==> config.mk <==
export PLATFORM = sky130hd
export DESIGN_NAME = mem_arbiter_flat
export DESIGN_NICKNAME = d
export VERILOG_FILES = /design/src/rtl/mem_arbiter_if.sv /design/src/rtl/mem_arbiter.sv /design/src/flat_wrapper.sv
export SDC_FILE = /design/constraint.sdc
export NUM_CORES = 1
export LEC_CHECK = 0
export ABC_AREA = 1
export CAP_MARGIN = 10
export CORE_AREA = 10 10 109 111
export CTS_BUF_LIST = sky130_fd_sc_hd__clkbuf_8
export DETAILED_ROUTE_END_ITERATION = 10
export DIE_AREA = 0 0 119 121
export GPL_TIMING_DRIVEN = 0
export PLACE_DENSITY_LB_ADDON = 0.05
export SLEW_MARGIN = 20
export SYNTH_ARGS = -nofsm -noshare
export SYNTH_HDL_FRONTEND = slang
export SYNTH_SLANG_ARGS = --single-unit
==> constraint.sdc <==
create_clock -name i_clk -period 4.9 [get_ports i_clk]
set_clock_uncertainty 0.2 [all_clocks]
set_input_delay 1.225 -clock i_clk [delete_from_list [all_inputs] [get_ports i_clk]]
set_output_delay 1.225 -clock i_clk [all_outputs]
set_load 0.1 [all_outputs]
==> src/rtl/mem_arbiter_if.sv <==
// mem_arbiter_if: bus bundle between the two cache clients, the arbiter and
// external memory.
//   c0_* : instruction-cache request/response channel (port 0)
//   c1_* : data-cache request/response channel (port 1)
//   mem_*: single word-granular external memory port
// Modports:
//   slave  - the arbiter side (takes client requests, drives memory)
//   master - the environment side (caches + memory model)
// Optional MEM_ARBITER_ERR_EN adds the sticky error flag o_err.
interface mem_arbiter_if;
    logic [31:0] i_c0_addr;
    logic        i_c0_ren;
    logic        i_c0_wen;
    logic [31:0] i_c0_wdata;
    logic        o_c0_ready;
    logic [31:0] o_c0_rdata;
    logic        o_c0_valid;

    logic [31:0] i_c1_addr;
    logic        i_c1_ren;
    logic        i_c1_wen;
    logic [31:0] i_c1_wdata;
    logic        o_c1_ready;
    logic [31:0] o_c1_rdata;
    logic        o_c1_valid;

    logic        i_mem_ready;
    logic [31:0] o_mem_addr;
    logic        o_mem_ren;
    logic        o_mem_wen;
    logic [31:0] o_mem_wdata;
    logic [31:0] i_mem_rdata;
    logic        i_mem_valid;
`ifdef MEM_ARBITER_ERR_EN
    logic        o_err;

    modport slave (
        input  i_c0_addr, i_c0_ren, i_c0_wen, i_c0_wdata,
        output o_c0_ready, o_c0_rdata, o_c0_valid,
        input  i_c1_addr, i_c1_ren, i_c1_wen, i_c1_wdata,
        output o_c1_ready, o_c1_rdata, o_c1_valid,
        input  i_mem_ready, i_mem_rdata, i_mem_valid,
        output o_mem_addr, o_mem_ren, o_mem_wen, o_mem_wdata,
        output o_err
    );
    modport master (
        output i_c0_addr, i_c0_ren, i_c0_wen, i_c0_wdata,
        input  o_c0_ready, o_c0_rdata, o_c0_valid,
        output i_c1_addr, i_c1_ren, i_c1_wen, i_c1_wdata,
        input  o_c1_ready, o_c1_rdata, o_c1_valid,
        output i_mem_ready, i_mem_rdata, i_mem_valid,
        input  o_mem_addr, o_mem_ren, o_mem_wen, o_mem_wdata,
        input  o_err
    );
`else
    modport slave (
        input  i_c0_addr, i_c0_ren, i_c0_wen, i_c0_wdata,
        output o_c0_ready, o_c0_rdata, o_c0_valid,
        input  i_c1_addr, i_c1_ren, i_c1_wen, i_c1_wdata,
        output o_c1_ready, o_c1_rdata, o_c1_valid,
        input  i_mem_ready, i_mem_rdata, i_mem_valid,
        output o_mem_addr, o_mem_ren, o_mem_wen, o_mem_wdata
    );
    modport master (
        output i_c0_addr, i_c0_ren, i_c0_wen, i_c0_wdata,
        input  o_c0_ready, o_c0_rdata, o_c0_valid,
        output i_c1_addr, i_c1_ren, i_c1_wen, i_c1_wdata,
        input  o_c1_ready, o_c1_rdata, o_c1_valid,
        output i_mem_ready, i_mem_rdata, i_mem_valid,
        input  o_mem_addr, o_mem_ren, o_mem_wen, o_mem_wdata
    );
`endif
endinterface

==> src/rtl/mem_arbiter.sv <==
// mem_arbiter: two-port (icache = port 0, dcache = port 1) round-robin
// arbiter onto one external memory port, with an owner FIFO that steers
// in-order read responses back to the issuing cache. Request and response
// paths are purely combinational from registered state.
// Ports:
//   i_clk - clock
//   i_rst - asynchronous active-high reset
//   bus   - mem_arbiter_if.slave (client channels + memory port)
// Parameters: DEPTH outstanding reads (power of two), PW = log2(DEPTH).
// Optional: define MEM_ARBITER_ERR_EN to get the sticky bus.o_err flag.
module mem_arbiter #(
    parameter int DEPTH = 4,
    parameter int PW    = 2
) (
    input  logic          i_clk,
    input  logic          i_rst,
    mem_arbiter_if.slave  bus
);
    typedef enum logic {ST_FREE = 1'b0, ST_LOCK = 1'b1} state_t;

    state_t         state, state_nx;
    logic           lock_owner, lock_owner_nx;
    logic           last_acc;
    logic           grant;
    logic [PW:0]    count;
    logic [PW-1:0]  wptr, rptr;
    logic [DEPTH-1:0] owner;

    logic req0, req1, g_ren, g_wen, g_req;
    logic full, empty, accept, push, pop, head;

    assign req0  = bus.i_c0_ren | bus.i_c0_wen;
    assign req1  = bus.i_c1_ren | bus.i_c1_wen;
    assign full  = (count == (PW+1)'(DEPTH));
    assign empty = (count == '0);

    // ---------------- lock FSM: state register ----------------
    always_ff @(posedge i_clk or posedge i_rst) begin
        if (i_rst) begin
            state      <= ST_FREE;
            lock_owner <= 1'b0;
        end else begin
            state      <= state_nx;
            lock_owner <= lock_owner_nx;
        end
    end

    // ---------------- lock FSM: next state ----------------
    // Lock whenever the granted port is requesting but not taken, so the
    // memory-side request cannot change owner mid-handshake. A locked port
    // that drops its request simply releases the lock.
    always_comb begin
        state_nx      = ST_FREE;
        lock_owner_nx = lock_owner;
        if (g_req && !accept) begin
            state_nx      = ST_LOCK;
            lock_owner_nx = grant;
        end
    end

    // ---------------- lock FSM: output (grant) ----------------
    always_comb begin
        grant = ~last_acc;
        if (state == ST_LOCK)     grant = lock_owner;
        else if (req0 && !req1)   grant = 1'b0;
        else if (req1 && !req0)   grant = 1'b1;
    end

    // ---------------- memory drive / ready ----------------
    assign g_ren  = grant ? bus.i_c1_ren : bus.i_c0_ren;
    assign g_wen  = grant ? bus.i_c1_wen : bus.i_c0_wen;
    assign g_req  = g_ren | g_wen;
    assign accept = g_req & bus.i_mem_ready & ~full;
    assign push   = accept & g_ren;
    assign pop    = bus.i_mem_valid & ~empty;
    assign head   = owner[rptr];

    assign bus.o_mem_addr  = grant ? bus.i_c1_addr  : bus.i_c0_addr;
    assign bus.o_mem_wdata = grant ? bus.i_c1_wdata : bus.i_c0_wdata;
    assign bus.o_mem_ren   = g_ren & ~full;
    assign bus.o_mem_wen   = g_wen & ~full;
    assign bus.o_c0_ready  = bus.i_mem_ready & ~grant & ~full;
    assign bus.o_c1_ready  = bus.i_mem_ready &  grant & ~full;

    // rdata is broadcast; only valid is steered by the FIFO head.
    assign bus.o_c0_rdata  = bus.i_mem_rdata;
    assign bus.o_c1_rdata  = bus.i_mem_rdata;
    assign bus.o_c0_valid  = pop & ~head;
    assign bus.o_c1_valid  = pop &  head;

    // ---------------- last_acc + owner FIFO ----------------
    // last_acc resets to 1 so port 0 wins the first contention. Full is
    // taken from the registered count, so a same-cycle pop never frees a
    // slot for a same-cycle push.
    always_ff @(posedge i_clk or posedge i_rst) begin
        if (i_rst) begin
            last_acc <= 1'b1;
            count    <= '0;
            wptr     <= '0;
            rptr     <= '0;
            owner    <= '0;
        end else begin
            if (accept) last_acc <= grant;
            if (push) begin
                owner[wptr] <= grant;
                wptr        <= wptr + 1'b1;
            end
            if (pop) rptr <= rptr + 1'b1;
            case ({push, pop})
                2'b10:   count <= count + 1'b1;
                2'b01:   count <= count - 1'b1;
                default: count <= count;
            endcase
        end
    end

`ifdef MEM_ARBITER_ERR_EN
    logic err;
    always_ff @(posedge i_clk or posedge i_rst) begin
        if (i_rst) err <= 1'b0;
        else if ((bus.i_mem_valid && empty) ||
                 (bus.i_c0_ren && bus.i_c0_wen) ||
                 (bus.i_c1_ren && bus.i_c1_wen) ||
                 (state == ST_LOCK && !g_req))
            err <= 1'b1;
    end
    assign bus.o_err = err;
`endif
endmodule

==> src/flat_wrapper.sv <==
// flat-port wrapper written by rule: the top's interface ports become plain ports
module mem_arbiter_flat 
#(
    parameter int DEPTH = 4,
    parameter int PW    = 2
)
  (i_clk, i_rst, bus_i_c0_addr, bus_i_c0_ren, bus_i_c0_wen, bus_i_c0_wdata, bus_o_c0_ready, bus_o_c0_rdata, bus_o_c0_valid, bus_i_c1_addr, bus_i_c1_ren, bus_i_c1_wen, bus_i_c1_wdata, bus_o_c1_ready, bus_o_c1_rdata, bus_o_c1_valid, bus_i_mem_ready, bus_i_mem_rdata, bus_i_mem_valid, bus_o_mem_addr, bus_o_mem_ren, bus_o_mem_wen, bus_o_mem_wdata);
  mem_arbiter_if bus_i ();
  input  logic i_clk;
  input  logic i_rst;
  input wire logic [$bits(bus_i.i_c0_addr)-1:0] bus_i_c0_addr;
  input wire logic [$bits(bus_i.i_c0_ren)-1:0] bus_i_c0_ren;
  input wire logic [$bits(bus_i.i_c0_wen)-1:0] bus_i_c0_wen;
  input wire logic [$bits(bus_i.i_c0_wdata)-1:0] bus_i_c0_wdata;
  output wire logic [$bits(bus_i.o_c0_ready)-1:0] bus_o_c0_ready;
  output wire logic [$bits(bus_i.o_c0_rdata)-1:0] bus_o_c0_rdata;
  output wire logic [$bits(bus_i.o_c0_valid)-1:0] bus_o_c0_valid;
  input wire logic [$bits(bus_i.i_c1_addr)-1:0] bus_i_c1_addr;
  input wire logic [$bits(bus_i.i_c1_ren)-1:0] bus_i_c1_ren;
  input wire logic [$bits(bus_i.i_c1_wen)-1:0] bus_i_c1_wen;
  input wire logic [$bits(bus_i.i_c1_wdata)-1:0] bus_i_c1_wdata;
  output wire logic [$bits(bus_i.o_c1_ready)-1:0] bus_o_c1_ready;
  output wire logic [$bits(bus_i.o_c1_rdata)-1:0] bus_o_c1_rdata;
  output wire logic [$bits(bus_i.o_c1_valid)-1:0] bus_o_c1_valid;
  input wire logic [$bits(bus_i.i_mem_ready)-1:0] bus_i_mem_ready;
  input wire logic [$bits(bus_i.i_mem_rdata)-1:0] bus_i_mem_rdata;
  input wire logic [$bits(bus_i.i_mem_valid)-1:0] bus_i_mem_valid;
  output wire logic [$bits(bus_i.o_mem_addr)-1:0] bus_o_mem_addr;
  output wire logic [$bits(bus_i.o_mem_ren)-1:0] bus_o_mem_ren;
  output wire logic [$bits(bus_i.o_mem_wen)-1:0] bus_o_mem_wen;
  output wire logic [$bits(bus_i.o_mem_wdata)-1:0] bus_o_mem_wdata;
  assign bus_i.i_c0_addr = bus_i_c0_addr;
  assign bus_i.i_c0_ren = bus_i_c0_ren;
  assign bus_i.i_c0_wen = bus_i_c0_wen;
  assign bus_i.i_c0_wdata = bus_i_c0_wdata;
  assign bus_o_c0_ready = bus_i.o_c0_ready;
  assign bus_o_c0_rdata = bus_i.o_c0_rdata;
  assign bus_o_c0_valid = bus_i.o_c0_valid;
  assign bus_i.i_c1_addr = bus_i_c1_addr;
  assign bus_i.i_c1_ren = bus_i_c1_ren;
  assign bus_i.i_c1_wen = bus_i_c1_wen;
  assign bus_i.i_c1_wdata = bus_i_c1_wdata;
  assign bus_o_c1_ready = bus_i.o_c1_ready;
  assign bus_o_c1_rdata = bus_i.o_c1_rdata;
  assign bus_o_c1_valid = bus_i.o_c1_valid;
  assign bus_i.i_mem_ready = bus_i_mem_ready;
  assign bus_i.i_mem_rdata = bus_i_mem_rdata;
  assign bus_i.i_mem_valid = bus_i_mem_valid;
  assign bus_o_mem_addr = bus_i.o_mem_addr;
  assign bus_o_mem_ren = bus_i.o_mem_ren;
  assign bus_o_mem_wen = bus_i.o_mem_wen;
  assign bus_o_mem_wdata = bus_i.o_mem_wdata;
  mem_arbiter #(.DEPTH(DEPTH), .PW(PW)) u_core (.i_clk(i_clk), .i_rst(i_rst), .bus(bus_i));
endmodule
# Word-level counts from Yosys, hierarchy flattened

Index checks and enable logic that the tools add are counted.

$add $sub $neg: 4
Order comparisons: 3
Equal/unequal tests: 3
Mux-type cells: 14
Bitwise operators: 20
Reduce and logical (&&, ||, !) cells: 9

Operators by type and width:

| kind                                                               | count |
|---|---|
| two-way mux 32 bit                                                 | 2 |
| bitwise AND 1 bit                                                  | 12 |
| two-way mux 1 bit                                                  | 8 |
| less-than comparator 2 x 3 -> 1 bit (second input constant)        | 2 |
| case mux 3 bit (2 select lines)                                    | 1 |
| NOT 1 bit                                                          | 5 |
| adder 2 x 1 -> 2 bit (second input constant)                       | 2 |
| bitwise mux 4 bit                                                  | 1 |
| logical AND 1 bit                                                  | 4 |
| adder 3 x 1 -> 3 bit (second input constant)                       | 1 |
| == test 3 bit (second input constant)                              | 1 |
| logical NOT 1 bit                                                  | 3 |
| logical NOT 3 bit                                                  | 1 |
| OR 1 bit                                                           | 3 |
| subtractor 3 x 1 -> 3 bit (second input constant)                  | 1 |
| binary-select mux 1 bit (select 2 bit)                             | 1 |
| demux 1 bit (select 2 bit)                                         | 1 |
| == test 2 x 1 -> 1 bit (second input constant)                     | 1 |
| == test 2 bit (second input constant)                              | 1 |
| greater-or-equal comparator 2 x 1 -> 1 bit (second input constant) | 1 |
| nonzero test 2 bit                                                 | 1 |

Register bits after elaboration: 14
Output and inout bits: 134
Logic and storage cells: 60

# Longest topological paths before layout

Word-level depth: 13
Mapped depth: 14

# Worst setup path before layout

No wires, ideal clock.

Path type: input port to output port
From: in bus_i_c1_wen
To: out bus_o_c0_ready
Arrival: 3.037 ns
Required time: 3.475 ns
Slack: 0.438 ns
Stages: 8
Path through: inv_1 nand2_1 nand2_1 nand2_2 nand2_4 inv_2 buf_2 nor2_1

Longest elaborated chain between the ends: 8
Elaborated cells on any way between the ends: 10

RTL lines:

| item                                                   | RTL line                             | text |
|---|---|---|
| from (decl)                                            | flat_wrapper.sv:20                   | `input wire logic [$bits(bus_i.i_c1_wen)-1:0] bus_i_c1_wen;` |
| OR 1 bit (*)                                           | mem_arbiter.sv:33                    | `assign req1 = bus.i_c1_ren \| bus.i_c1_wen;` |
| logical AND 1 bit or logical NOT 1 bit (tied branches) | mem_arbiter.sv:66, mem_arbiter.sv:65 |  |
| two-way mux 1 bit or logical AND 1 bit (tied branches) | mem_arbiter.sv:66, mem_arbiter.sv:65 |  |
| two-way mux 1 bit (*)                                  | mem_arbiter.sv:65                    | `else if (req0 && !req1) grant = 1'b0;` |
| two-way mux 1 bit (*)                                  | mem_arbiter.sv:64                    | `if (state == ST_LOCK) grant = lock_owner;` |
| NOT 1 bit (*)                                          | mem_arbiter.sv:82                    | `assign bus.o_c0_ready = bus.i_mem_ready & ~grant & ~full;` |
| bitwise AND 1 bit (*) (2 in series)                    | mem_arbiter.sv:82                    |  |
| to (decl)                                              | flat_wrapper.sv:15                   | `output wire logic [$bits(bus_i.o_c0_ready)-1:0] bus_o_c0_ready;` |

Mark *: on every way between the ends. The rest lies on a longest branch, timed or not.

# Worst setup path after layout

From: in bus_i_c0_ren
To: out bus_o_c1_ready

Longest elaborated chain between the ends: 8
Elaborated cells on any way between the ends: 9

RTL lines:

| item                                | RTL line           | text |
|---|---|---|
| from (decl)                         | flat_wrapper.sv:12 | `input wire logic [$bits(bus_i.i_c0_ren)-1:0] bus_i_c0_ren;` |
| OR 1 bit (*)                        | mem_arbiter.sv:32  | `assign req0 = bus.i_c0_ren \| bus.i_c0_wen;` |
| logical NOT 1 bit                   | mem_arbiter.sv:66  | `else if (req1 && !req0) grant = 1'b1;` |
| logical AND 1 bit                   | mem_arbiter.sv:66  |  |
| two-way mux 1 bit                   | mem_arbiter.sv:66  |  |
| two-way mux 1 bit (*)               | mem_arbiter.sv:65  |  |
| two-way mux 1 bit (*)               | mem_arbiter.sv:64  |  |
| bitwise AND 1 bit (*) (2 in series) | mem_arbiter.sv:83  | `assign bus.o_c1_ready = bus.i_mem_ready & grant & ~full;` |
| to (decl)                           | flat_wrapper.sv:22 | `output wire logic [$bits(bus_i.o_c1_ready)-1:0] bus_o_c1_ready;` |

Marked as above.

==> out/metrics.yaml <==
timing.setup.tns_ns: 0
synthTopCellsByArea: "nand2_1, buf_4, dfrtp_1"
die_h_microns: 121
dieArea_sq_um: 14400
ios: 302
synth_seq_cells: 14
max_slew.worst_pin.slew_ns: 1.01
hold_class: "flip-flop to flip-flop"
synth_top_area_cell: "nand2_1"
drt-pass1-iter-count: 4
rsz0062_at_grt: "false"
final_max_slew_viol_count: 0
cts_buffers: 3
worstPathArrival_ns: 3.30
ant_nets: 0
design_area_sq_um: 5150
antenna_found_initial: 0
slew_headroom_pct: 32.2
clock_sinks: 14
r2r_cells: 12
netlist_instances: 382
grt_max_degree: 15
finalSetupViolCount: 0
cts_tree: "yes"
clockRootBuffer: "clkbuf_8"
worstPathRequired_ns: 3.47
ys_types: 25
dp_hpwl_microns: 13200
dpl_worst_slack_ns: -0.444
worst_slack_ns: 0.174
fin_crit_ns: 4.73
globalplace.congestion: 0.794
via_count: 3189
crit_fanout: 10
vias_per_cell: 4.05
ctsLongestPathBuffers: 2
status: "finished, final reports clean"
wl_per_cell_microns: 18.3
postCtsHoldBufs: 0
fp.dieW_microns: 119
core_sq_um: 9640
syn-num-nets: 556
synth.cell_area_sq_um: 2160
cp-start-kind: "primary input"
crit_type: "primary input to primary output"
diodes: 0
timing_hold_violations_final: 0
grt_usage_pct: 18.3
cts_max_level: 1
path_clk_slew_ns: 0.06
clkLatencyLatePin_ns: 0.25
first_global_vias: 3199
port_buffers: 269
hold_depth: 1
fmaxAchievable_mhz: 212
crit_path_end_kind: "primary output"
ys_warn_count: 0
postPlaceCellArea_sq_um: 5020
period_share_pct: 96.4
final_layout_size_suffix_gt1_share_pct: 24.3
grt_overflow: 0
maxCapViolCount: 0
initialDrtViolationCount: 145
layout.nets: 830
drt-total-wl_microns: 14400
cts_setup_buffers: 0
initial_core_util_pct: 22.4
rows: 36
syn_to_final_growth_pct: 138
yosys.area.top_type_share_pct: 38.0
grt_pass1_wl_microns: 20500
drcViolationCount: 0
syn_area_per_cell_sq_um: 5.66
ys_seq_area_share_pct: 16.3
whs_ns: 0.272
==> synthesized netlist by cell type <==
cell     count
a21oi_1      2
a21oi_2      1
a32oi_1      1
buf_2        8
buf_4       69
buf_6        1
dfrtp_1     13
dfstp_2      1
fa_1         1
ha_1         5
inv_1       19
inv_2        2
nand2_1    219
nand2_2      4
nand2_4      1
nand3_1     13
nor2_1      10
nor2_2       1
nor2_4       1
nor3_2       1
o21ai_0      2
o21ai_1      2
o31ai_1      1
xnor2_1      1
xor2_1       3
==> through the flow <==
stage / std cells / utilization (%)
after CTS: 788 / 53.4
final: 788 / 53.4
after global routing: 788 / 53.4
after detailed placement: 784 / 52.1
after global placement: 784 / 52.1
after floorplan: 382 / -
==> registers in the layout (all words and copies together), names as in the netlist <==
signal / flops
u_core.count: 3
u_core.last_acc: 1
u_core.lock_owner: 1
u_core.owner: 4
u_core.rptr: 2
u_core.state: 1
u_core.wptr: 2
==> cells by family after synthesis <==
kind of cell,after synthesis,share of synthesized area [%]
AO/OA/AOI/OAI,9,2.55
XOR/XNOR,4,1.62
adder cells (fa/ha/maj),6,3.82
buffers and inverters,99,30.0
flip-flops,14,16.3
AND/OR/NAND/NOR,250,45.7
==> cells in the final DEF, fill, tap and decap left out <==
cell type        synthesis  routed
inv_2                    2       2
nor2_2                   1       1
ha_1                     5       5
xor2_1                   3       3
dfrtp_1                 13      13
nand3_1                 13      13
nand2_4                  1       1
a21oi_1                  2       2
fa_1                     1       1
buf_4                   69      69
xnor2_1                  1       1
a21oi_2                  1       1
o21ai_1                  2       2
nor2_4                   1       1
buf_6                    1       1
dfstp_2                  1       1
clkbuf_8                 0       4
o31ai_1                  1       1
nand2_1                219     219
nor3_2                   1       1
o21ai_0                  2       2
inv_1                   19      19
buf_2                    8       8
clkdlybuf4s50_1          0     201
clkbuf_2                 0       1
clkdlybuf4s15_2          0      64
dlygate4sd2_1            0       3
nand2_2                  4       4
a32oi_1                  1       1
nor2_1                  10      10
==> final cells by class <==
cell class,instances,area [sq um]
fillers,987,4490
multi-input cells,269,1160
plain buffers,78,569
well taps,133,166
repair buffers,269,2760
flip-flops and latches,14,352
inverters,21,78.8
clock buffers,4,55.1
==> routing by layer <==
layer  GRT usage [%]  vias to the layer above  share of wire [%]
met5               0                        -                  0
met4            3.36                        0                1.3
met3            6.98                       11                 10
met2            34.3                      180                 52
met1            19.2                     1377                 36
li1                -                     1621                  -
==> final timing paths <==
path | start | endpoint | slack [ns]
max reg2reg | u_core.last_acc | u_core.count[2] | 2.39
max | bus_i_c0_ren | bus_o_c1_ready | 0.17
min | u_core.rptr[1] | u_core.rptr[1] | 0.27
min in group asynchronous | i_rst | u_core.state | 1.12
max in group asynchronous | i_rst | u_core.last_acc | 3.01
min reg2reg | u_core.rptr[1] | u_core.rptr[1] | 0.27
==> critical path, cell delays in order <==
cell,delay (ns)
clkdlybuf4s50_1,0.47
o21ai_1,0.17
nand2_1,0.08
nand2_2,0.12
nand2_4,0.08
buf_2,0.19
nor2_1,0.09
dlygate4sd2_1,0.87
==> what timing repair did <==
| action | CTS | global route |
|---|---|---|
| pin swaps | 0 | 0 |
| setup endpoints to repair | 68 | 1 |
| gates resized for setup | 196 | 2 |
Power is left out: the tool's default activity adds up to more than one toggle a clock period on the data nets, which glitch-free logic cannot reach.
